===== src/rtl/nclic_pkg.sv =====
// Shared constants and width helpers for the nested interrupt controller.
// Types stay local to each module; only parameters and functions live here.
package nclic_pkg;

  localparam int DefIntAmount  = 8;
  localparam int DefPriorities = 4;

  // Width of an index/counter able to hold n distinct values, never below 1.
  function automatic int clog2_safe(input int n);
    if (n <= 2) return 1;
    return $clog2(n);
  endfunction

  // Number of leaves in the arbitration tree: next power of two >= n.
  function automatic int tree_leaves(input int n);
    return 1 << clog2_safe(n);
  endfunction

endpackage


===== src/rtl/nclic_arbiter.sv =====
// Combinational max-tree over (valid, prio, idx) with lowest-index tie-break.
// Ports: valid/prio per line in; any_valid, win_idx, win_prio out.
module nclic_arbiter
  import nclic_pkg::*;
#(
  parameter int IntAmount = DefIntAmount,
  parameter int IdWidth   = clog2_safe(DefIntAmount),
  parameter int PrioWidth = clog2_safe(DefPriorities)
) (
  input  logic [IntAmount-1:0]                valid,
  input  logic [IntAmount-1:0][PrioWidth-1:0] prio,
  output logic                                any_valid,
  output logic [IdWidth-1:0]                  win_idx,
  output logic [PrioWidth-1:0]                win_prio
);

  localparam int Leaves = tree_leaves(IntAmount);
  localparam int Nodes  = 2 * Leaves;

  // Heap-ordered tree: node j has children 2j (lower indices) and
  // 2j+1 (higher indices). Leaves occupy Leaves..Nodes-1.
  always_comb begin : tree
    logic                 nv [Nodes];
    logic [PrioWidth-1:0] np [Nodes];
    logic [IdWidth-1:0]   ni [Nodes];
    for (int j = 0; j < Nodes; j++) begin
      nv[j] = 1'b0;
      np[j] = '0;
      ni[j] = '0;
    end
    for (int i = 0; i < IntAmount; i++) begin
      nv[Leaves + i] = valid[i];
      np[Leaves + i] = prio[i];
      ni[Leaves + i] = IdWidth'(i);
    end
    for (int j = Leaves - 1; j >= 1; j--) begin
      // The right child wins only on a strictly higher priority, which
      // leaves ties with the lower-indexed left subtree.
      if (nv[2*j+1] && (!nv[2*j] || np[2*j+1] > np[2*j])) begin
        nv[j] = 1'b1;
        np[j] = np[2*j+1];
        ni[j] = ni[2*j+1];
      end else begin
        nv[j] = nv[2*j];
        np[j] = np[2*j];
        ni[j] = ni[2*j];
      end
    end
    any_valid = nv[1];
    win_idx   = ni[1];
    win_prio  = np[1];
  end

endmodule


===== src/rtl/nclic_nested.sv =====
// Nested-vectored interrupt controller with a hardware preemption stack.
// Ports: line prio/pend/enable, global ie, take/mret from core; request, winner, level, depth, err.
module nclic_nested
  import nclic_pkg::*;
#(
  parameter int                 IntAmount  = DefIntAmount,
  parameter int                 Priorities = DefPriorities,
  parameter logic [IntAmount-1:0] EdgeMask = '0,
  localparam int IdWidth    = clog2_safe(IntAmount),
  localparam int PrioWidth  = clog2_safe(Priorities),
  localparam int Depth      = Priorities - 1,
  localparam int DepthWidth = clog2_safe(Depth + 1)
) (
  input  logic                                clk,
  input  logic                                reset,
  input  logic [IntAmount-1:0][PrioWidth-1:0] i_priorities,
  input  logic [IntAmount-1:0]                i_pendings,
  input  logic [IntAmount-1:0]                i_enables,
  input  logic                                i_global_ie,
  input  logic                                i_take,
  input  logic                                mret,
  output logic                                o_int,
  output logic [IdWidth-1:0]                  o_idx,
  output logic [PrioWidth-1:0]                o_prio,
  output logic [PrioWidth-1:0]                o_level,
  output logic [DepthWidth-1:0]               o_depth,
  output logic                                o_err
);

  logic [IntAmount-1:0] prev_q;
  logic [IntAmount-1:0] latch_q;
  logic [IntAmount-1:0] rise;
  logic [IntAmount-1:0] clr;
  logic [IntAmount-1:0] eff;
  logic [IntAmount-1:0] prio_nz;
  logic [IntAmount-1:0] cand;

  logic                 any_valid;
  logic [IdWidth-1:0]   win_idx;
  logic [PrioWidth-1:0] win_prio;

  logic take_acc;
  logic push;
  logic pop;
  logic chain;
  logic req;
  logic full;
  logic empty;

  logic [PrioWidth-1:0] stack_q [Depth];

  assign take_acc = i_take & o_int;
  assign push     = take_acc & ~mret;
  assign chain    = take_acc & mret;
  assign pop      = mret & ~take_acc;

  assign full  = (o_depth == DepthWidth'(Depth));
  assign empty = (o_depth == '0);

  always_comb begin
    prio_nz = '0;
    for (int k = 0; k < IntAmount; k++) begin
      prio_nz[k] = (i_priorities[k] != '0);
    end
  end

  assign rise = i_pendings & ~prev_q & EdgeMask;
  assign clr  = take_acc ? (IntAmount'(1) << o_idx) : '0;

  // Edge lines use their latch, level lines the raw input.
  assign eff  = (latch_q & EdgeMask) | (i_pendings & ~EdgeMask);
  assign cand = eff & i_enables & prio_nz;

  nclic_arbiter #(
    .IntAmount (IntAmount),
    .IdWidth   (IdWidth),
    .PrioWidth (PrioWidth)
  ) u_arb (
    .valid     (cand),
    .prio      (i_priorities),
    .any_valid (any_valid),
    .win_idx   (win_idx),
    .win_prio  (win_prio)
  );

  // An accepted request is dropped for one cycle so the new level
  // is in place before the next evaluation.
  assign req = i_global_ie & any_valid &
               (win_prio > o_level) & ~take_acc;

  always_ff @(posedge clk or posedge reset) begin
    if (reset) begin
      prev_q  <= '0;
      latch_q <= '0;
    end else begin
      prev_q  <= i_pendings;
      // Set after clear, so a fresh edge survives a same-cycle take.
      latch_q <= ((latch_q & ~clr) | rise) & EdgeMask;
    end
  end

  always_ff @(posedge clk or posedge reset) begin
    if (reset) begin
      o_int  <= 1'b0;
      o_idx  <= '0;
      o_prio <= '0;
    end else begin
      o_int <= req;
      if (req) begin
        o_idx  <= win_idx;
        o_prio <= win_prio;
      end
    end
  end

  always_ff @(posedge clk or posedge reset) begin
    if (reset) begin
      o_level <= '0;
      o_depth <= '0;
      o_err   <= 1'b0;
      for (int d = 0; d < Depth; d++) begin
        stack_q[d] <= '0;
      end
    end else begin
      if (push) begin
        if (full) begin
          o_err <= 1'b1;
        end else begin
          stack_q[o_depth] <= o_level;
          o_level          <= o_prio;
          o_depth          <= o_depth + DepthWidth'(1);
        end
      end else if (chain) begin
        o_level <= o_prio;
      end else if (pop) begin
        if (empty) begin
          o_err <= 1'b1;
        end else begin
          o_level <= stack_q[o_depth - DepthWidth'(1)];
          o_depth <= o_depth - DepthWidth'(1);
        end
      end
    end
  end

endmodule

===== config.mk =====
export PLATFORM = sky130hd
export DESIGN_NAME = nclic_nested
export DESIGN_NICKNAME = d
export VERILOG_FILES = /design/src/rtl/nclic_pkg.sv /design/src/rtl/nclic_arbiter.sv /design/src/rtl/nclic_nested.sv
export SDC_FILE = /design/constraint.sdc
export NUM_CORES = 1
export LEC_CHECK = 0
export BUFFER_PORTS_ARGS = -buffer_cell sky130_fd_sc_hd__buf_2
export CORE_ASPECT_RATIO = 0.7
export CORE_MARGIN = 4
export CORE_UTILIZATION = 50
export CTS_BUF_LIST = sky130_fd_sc_hd__clkbuf_8
export DETAILED_ROUTE_END_ITERATION = 8
export PLACE_DENSITY = 0.78
export RECOVER_POWER = 25
export REMOVE_ABC_BUFFERS = 1
export SKIP_CTS_REPAIR_TIMING = 1
export SLEW_MARGIN = 20
export SYNTH_ARGS = -nofsm -noshare
export SYNTH_HDL_FRONTEND = slang
export SYNTH_SLANG_ARGS = --single-unit

===== constraint.sdc =====
create_clock -name clk -period 2.1 [get_ports clk]
set_input_delay 0 -clock clk [delete_from_list [all_inputs] [get_ports clk]]
set_output_delay 0 -clock clk [all_outputs]
set_load 0.02 [all_outputs]

* Word level (Yosys, flattened, before mapping)
Index checks and enable logic that the tools add are counted.
** Operators by class
- Add/subtract/negate cells :: 2
- $mul :: 0
- Div/mod/pow operators :: 0
- Order comparisons :: 11
- Equality and inequality tests :: 6
- Shift-type cells :: 0
- Muxes and demuxes :: 42
- Bitwise gates (word level) :: 14
- Reductions and logical operators :: 38
** Operator list (number)
- 2-to-1 mux 2 bit :: 22
- nonzero test 2 bit :: 10
- bitwise AND 8 bit :: 2
- greater-than comparator 2 bit :: 8
- 2-to-1 mux 1 bit :: 16
- logical AND 1 bit :: 8
- AND reduction 4 bit :: 2
- bitwise AND 1 bit :: 7
- logical NOT 1 bit :: 7
- logical OR 1 bit :: 7
- bitwise mux 6 bit :: 1
- greater-or-equal comparator 3 bit, second input constant :: 2
- NOT 2 -> 3 bit :: 2
- binary-select mux 2 bit (select 2 bit) :: 1
- demux 2 bit (select 2 bit) :: 1
- != test 2 x 1 -> 1 bit, second input constant :: 2
- != test 2 bit, second input constant :: 2
- less-than comparator 3 x 1 -> 1 bit, second input constant :: 1
- 2-to-1 mux 3 bit :: 1
- != test 3 bit, second input constant :: 1
- NOT 1 bit :: 3
- AND reduction 3 bit :: 1
- nonzero test 3 bit :: 1
- adder 2 x 1 -> 2 bit, second input constant :: 1
- 4 further kinds :: 4
** Storage, ports and cells
- Register bits after elaboration :: 17
- Bits in latches :: 0
- Memory bits (writable) :: 0
- ROM bits :: 0
- Input port bits :: 37
- Output and inout bits :: 11
- Memories kept :: 0

* Logic depth before layout (Yosys ltp)
Gate-level depths: netlist (run 1).
- Depth in word-level cells :: 17
- Depth in mapped cells :: 26
- Depth with buffers taken out :: 26

* Cells and area by module
From an unflattened synthesis (run 1), not the netlist that was laid out.
** Second synthesis, totals
- Cell total of the unflattened synthesis :: 215
- Area, all modules :: 2045.7 µm²
** By module, submodules not included
- nclic_nested :: instances 1, cells an instance 86, area an instance 1047.3 µm², sequential area each 425.4 µm²
- nclic_arbiter :: instances 1, cells an instance 129, area an instance 998.5 µm², sequential area each 0.0 µm²

* Worst setup path before layout (run 1)
No wires, ideal clock.
- Path kind :: input to register
- Start :: input port i_priorities[5] (netlist name)
- End :: register o_prio[1]
- Library setup time :: 126 ps
- Arrival :: 4308 ps
- Required time :: 1974 ps
- Path slack :: -2334 ps
- Stages on the path :: 25
- Buffers on the path :: 0
- Cell sequence :: inv_1 > ha_1 > nor2b_1 > o21ai_1 > a21oi_2 > mux2i_1 > inv_1 > ha_1 > nor2b_1 > o21ai_1 > a22oi_2 > mux2i_1 > inv_1 > ha_1 > nor2b_1 > o21ai_0 > a21boi_1 > inv_2 > mux2_2 > ha_1 > nor2b_1 > o2111ai_1 > o21bai_2 > nor2_1 > a221o_1
** RTL lines
- start, declared :: RTL line nclic_nested.sv:16 : input logic [IntAmount-1:0][PrioWidth-1:0] i_priorities,
- end signal, assigned :: RTL line nclic_nested.sv:111 : o_prio <= win_prio;
- end, declared :: RTL line nclic_nested.sv:24 : output logic [PrioWidth-1:0] o_prio,

==> flow_metrics.tcl, run 1 <==
set metrics [dict create \
    outcome "complete, but fails checks" \
    violations "setup timing" \
    worst_pin_slew_ns 0.6506 \
    initial_core_util_pct 51.79 \
    clk_pin_slew_worst_paths_ns 0.07 \
    dieWidth_um 76.25 \
    drive_above_1_share_pct 57.53 \
    fin_area_um2 2725 \
    fin_crit_sh_pct 218.8 \
    reg2reg_depth 7 \
    ant_nets 0 \
    grt_max_degree 18 \
    ys_async_sr_fraction_pct 100.0 \
    arrival_ns 4.72 \
    layout_min_cycle_time_ns 4.596 \
    holdCritStartpoint "mret" \
    ys_ff_latch 17 \
    fp-row-count 17 \
    vias_per_cell 5.888 \
    finalSetupViolations 6 \
    core-area_um2 3148 \
    power_uw 2204 \
    drc 0 \
    rsz0062_at_grt "yes" \
    fin_skew_ns 0.008119 \
    drt_iter0_markers 178 \
    maxCapViolCount 0 \
    peakVddDrop_v 0.0007390 \
    pin_count 48 \
    postRouteWirelength_um 6289 \
    finalNonFillerCells 330 \
    cts_root_buf "clkbuf_8" \
    ys_seq_area_share_pct 26.09 \
    finalNetCount 353 \
    crit_family "compound AO/OA/AOI/OAI gates" \
    die_area_um2 4253 \
    ys_types 33 \
    first_global_vias 1509 \
    p_leak_uw 0.001405 \
    min_to "o_err" \
    crit_required_ns 2.23 \
    die_h_um 55.78 \
    htree_levels 1 \
    min-delay-path-class "input pin to flip-flop" \
    r2r-end "o_level[1]" \
    slew_violations 0 \
    syn_area_per_cell_um2 9.263 \
    path_class "input pin to flip-flop" \
    cts_tree "built" \
    grt_usage_pct 18.67 \
    cp.buffers_inverters 4 \
    power-per-cell-area_nw_per_um2 808.8 \
    areaGrowthSynthToFinish_pct 67.15 \
    relSlewSlack_pct 56.58 \
    path_max_fanout 6 \
    gr-total-overflow 0 \
    critPathMaxStageDelay_ns 0.31 \
    fmax_mhz 217.6 \
    holdPathStages 4 \
    start_kind "input pin" \
    cts_sinks 17 \
    syn_inst 176 \
    n_fill_cell 163 \
    ys.flop_type "dfrtp_1" \
    grt_pass1_wl_um 6589 \
    drtPass1Iterations 4 \
    synth_edf_count 0 \
    clock_path_buffers 2 \
    yosys_warnings 0 \
    hold_violations 0 \
    antenna_found_initial 0 \
    clk_latency_ns 0.26 \
    cts_buffers 3 \
    n_antenna_cell 0 \
    wl_per_cell_um 19.06 \
    r2r_start "o_depth[0]" \
    port_buffers 47 \
    num_vias 1943 \
    dpl.cell_count 309 \
    crit_slowest_cell "mux2_4" \
    place.gp.congestion 0.8664 \
    crit_path_end_kind "flip-flop" \
    syn_area_um2 1630 \
    ff2ff_setup_slack_ns 0.01 \
    fin_ws_ns -2.496 \
    dpl.hpwl_um 3436 \
    dpl-instance-area_um2 2273 \
]
power by group:
group	total (µW)	internal (µW)	switching, µW
Clock	244	132	113
Combinational	1380	638	744
Sequential	578	455	122
Total	2200	1220	979
worst register-to-register path, cell delays in order (launching register included):
cell and delay (ns):
dfrtp_1 0.50, inv_1 0.16, ha_1 0.48, nor2b_1 0.36, nand2_1 0.10, o211ai_1 0.09
o21ai_0 0.11, o21ai_0 0.20
routing by layer:
metal	GRT usage, %	share of wire (%)	up-vias	wire [µm]
met3	3.560	9.1	34	570
met2	29.29	47	130	2957
met4	3.101	5.3	0	332
li1	-	-	860	-
met5	0	0	-	0
met1	27.08	39	919	2429
cells in the mapped netlist (3+ instances only):
cell	n	share of area (%)
mux2i_1	12	7.4
o211ai_1	3	1.4
ha_1	23	18
o21ai_1	5	1.5
nor2b_1	9	3.5
o21ai_0	10	3.1
inv_1	20	4.6
inv_2	3	0.69
o211ai_2	6	4.6
nand2_1	26	6.0
nor2_1	3	0.69
a221o_1	4	2.5
dfrtp_1	17	26
mux2_2	6	4.1
metrics by stage:
step / hold WS, ns / utilization, % / worst slack (ns) / setup TNS (ns)
CTS: -0.1698 / 73.69 / -2.468 / -14.06
detailed placement: 0.1112 / 72.22 / -2.732 / -15.69
floorplan: -0.07393 / - / -2.334 / -13.02
global placement: 0.1099 / 72.22 / -2.454 / -14.16
finish: 0.2120 / 86.57 / -2.496 / -14.62
global route: 0.2539 / 86.57 / -2.626 / -15.61
state kept, by name, summed over array words and instances, names as in the netlist:
register  flops
o_err         1
o_level       2
o_int         1
o_depth       2
stack_q       6
o_prio        2
o_idx         3
cell families (layout without fill, tap and decap cells):
family / count (synthesis) / in the layout / synth area share, %
compound gates: 45 / 45 / 23.48
xor+xnor: 2 / 2 / 1.075
fa+ha+maj: 23 / 23 / 17.65
buf+inv: 23 / 139 / 5.295
flops: 17 / 17 / 26.09
mux: 20 / 20 / 13.20
simple gates: 46 / 46 / 13.20
final cells by class:
class	instances	area, µm²	share of cell area, %
multi-input combinational	136	1354	49.68
clock inverter	1	5.005	0.1837
timing repair buffer	112	760.7	27.92
tap	38	47.55	1.745
inverter	23	91.34	3.352
sequential	17	425.4	15.61
clock buffer	3	41.29	1.515
how the worst max path moves through the flow:
stage	start	cells after the start	endpoint	slack, ns
2_1_floorplan	i_priorities[5]	25	o_prio[1]	-2.33
3_3_place_gp	i_priorities[9]	25	o_prio[1]	-2.45
3_5_place_dp	i_priorities[13]	26	o_prio[1]	-2.73
4_1_cts	i_priorities[5]	26	o_prio[1]	-2.47
5_1_grt	i_priorities[9]	26	o_prio[1]	-2.63
6_report	i_priorities[9]	26	o_prio[1]	-2.50
cells in the final DEF (no fill, tap or decap), drive strengths merged:
cell / netlist / layout
o2111ai: 1 / 1
ha: 23 / 23
a221o: 4 / 4
xor2: 1 / 1
o2bb2ai: 1 / 1
clkinv: 0 / 1
nor3: 2 / 2
o211ai: 10 / 10
xnor2: 1 / 1
mux2i: 14 / 14
inv: 23 / 23
o21bai: 2 / 2
a21o: 2 / 2
nand4: 2 / 2
a21oi: 4 / 4
o21ba: 1 / 1
o21ai: 15 / 15
nand2b: 1 / 1
mux2: 6 / 6
a22oi: 2 / 2
nand2: 26 / 26
and2: 2 / 2
nor2b: 10 / 10
buf: 0 / 103
a2bb2oi: 2 / 2
dfrtp: 17 / 17
nor2: 3 / 3
dlygate4sd3: 0 / 1
a21boi: 1 / 1
clkbuf: 0 / 11
No activity file was read; power rests on OpenSTA's default activity.
==> run 2, diff against run 1 <==
Settings changed: GPL_TIMING_DRIVEN from default to 0.
==> run 2 against run 1 <==
Effect of this change: the flow still finishes with violations (setup timing); critical path depth grew 1; register-to-register slack gained 0.19 ns; global-route usage shrank 2.6 points; clock-buffer cell count is the same; sequential power shrank 3%; largest power group unchanged; highest routed layer unchanged.
==> flow_metrics.tcl, run 2 (synthesis results as in run 1) <==
set metrics [dict create \
    outcome "complete, but fails checks" \
    violations "setup timing" \
    drtPass1Iterations 4 \
    die_h_um 55.78 \
    wl_per_cell_um 15.18 \
    areaGrowthSynthToFinish_pct 43.51 \
    dieWidth_um 76.25 \
    fin_crit_sh_pct 213.6 \
    power-per-cell-area_nw_per_um2 836.0 \
    grt_usage_pct 16.07 \
    fin_skew_ns 0.003502 \
    final_cell_mix "31 x buf_2, 25 x nand2_1, 20 x buf_4" \
    p_leak_uw 0.001175 \
    grt_max_degree 18 \
    fin_ws_ns -2.385 \
    vias_per_cell 5.562 \
    finalNonFillerCells 283 \
    port_buffers 47 \
    maxCapViolCount 0 \
    cts_tree "built" \
    drive_above_1_share_pct 46.94 \
    start_kind "input pin" \
    slew_violations 0 \
    cpMostUsedCell "nor2b_4" \
    largest_reg_flops 6 \
    clk_pin_slew_worst_paths_ns 0.07 \
    pin_count 48 \
    top_register "stack_q" \
    finalNetCount 306 \
    num_vias 1574 \
    drc 0 \
    critPathMaxStageDelay_ns 0.32 \
    finalSetupViolations 6 \
    postRouteWirelength_um 4296 \
    ant_nets 0 \
    first_global_vias 1283 \
    clk_latency_ns 0.25 \
    crit_required_ns 2.23 \
    arrival_ns 4.62 \
    dpl.hpwl_um 2841 \
    grt_pass1_wl_um 5699 \
    core-area_um2 3148 \
    min-delay-path-class "input pin to flip-flop" \
    final_common_cell "buf_2" \
    rsz0062_at_grt "yes" \
    crit_path_end_kind "flip-flop" \
    cts_buffers 3 \
    dpl_worst_slack_ns -2.941 \
    place.gp.congestion 0.7874 \
    clock_path_buffers 2 \
    cts_sinks 17 \
    gr-total-overflow 0 \
    drt_iter0_markers 125 \
    hold_ws_ns 0.2230 \
    fmax_mhz 222.9 \
    n_antenna_cell 0 \
    antenna_found_initial 0 \
    path_max_fanout 7 \
    peakVddDrop_v 0.0005273 \
    layout_min_cycle_time_ns 4.485 \
    worst_pin_slew_ns 0.6648 \
    relSlewSlack_pct 55.63 \
    htree_levels 1 \
    path_class "input pin to flip-flop" \
    fp-row-count 17 \
    cts_root_buf "clkbuf_8" \
    initial_core_util_pct 51.79 \
    hold_violations 0 \
    reg.largest.list "stack_q: 6 flops, o_idx: 3 flops" \
    die_area_um2 4253 \
    crit_slowest_cell "mux2_4" \
    dpl.cell_count 261 \
]
## run 2: cell types whose count changed in the layout (fill, tap and decap cells not counted), sizes merged
cell    previous run  this run
buf              103        55
clkbuf            11        12
clkinv             1         0
inv               23        24
## run 2: power by group
part | internal, µW | switching, µW | total (µW)
registers | 455 | 107 | 563
logic | 537 | 619 | 1160
clock network | 130 | 108 | 237
## run 2: area by class of cell
type | count | area (µm²)
multi-input cells | 136 | 1333
fillers | 216 | 808.3
flip-flops and latches | 17 | 425.4
repair buffers | 65 | 397.9
inverters | 23 | 91.34
well taps | 38 | 47.55
clock buffers | 3 | 41.29
clock inverters | 1 | 3.754
## run 2: worst paths after layout
kind,startpoint,endpoint,slack (ns),cells past startpoint
min in group asynchronous,reset,o_int,0.38,3
max reg2reg,o_level[1],o_prio[1],0.20,7
max,i_priorities[13],o_prio[0],-2.39,27
min reg2reg,o_err,o_err,0.46,1
max in group asynchronous,reset,o_level[1],1.29,3
min,mret,o_err,0.22,4
## run 2: routing by layer
layer	GRT usage [%]	part of all wire (%)	vias to the layer above	routed length, µm
met5	0	0	-	0
met4	2.326	0.49	0	21
met3	3.560	5.9	2	253
met2	24.41	46	50	1958
met1	23.75	48	758	2062
li1	-	-	764	-
## run 2: worst max-delay path: cells and delay by family
family / cells / cell delay, ns
buffers and inverters: 5 / 0.34
AO/OA/AOI/OAI: 8 / 1.42
adder cells (fa/ha/maj): 4 / 1.12
AND/OR/NAND/NOR: 7 / 0.89
multiplexers: 3 / 0.85
## run 2: metrics by stage
step                      setup TNS, ns  total power (µW)  area, µm²  utilization, %
final                            -13.81              1956       2340           74.32
after global routing             -14.94              2072       2340           74.32
after CTS                        -15.15              1709       1958           62.20
after detailed placement         -16.67              1459       1913           60.77
after global placement           -16.19              1444       1913           60.77
after floorplan                  -13.02              1200       1630               -
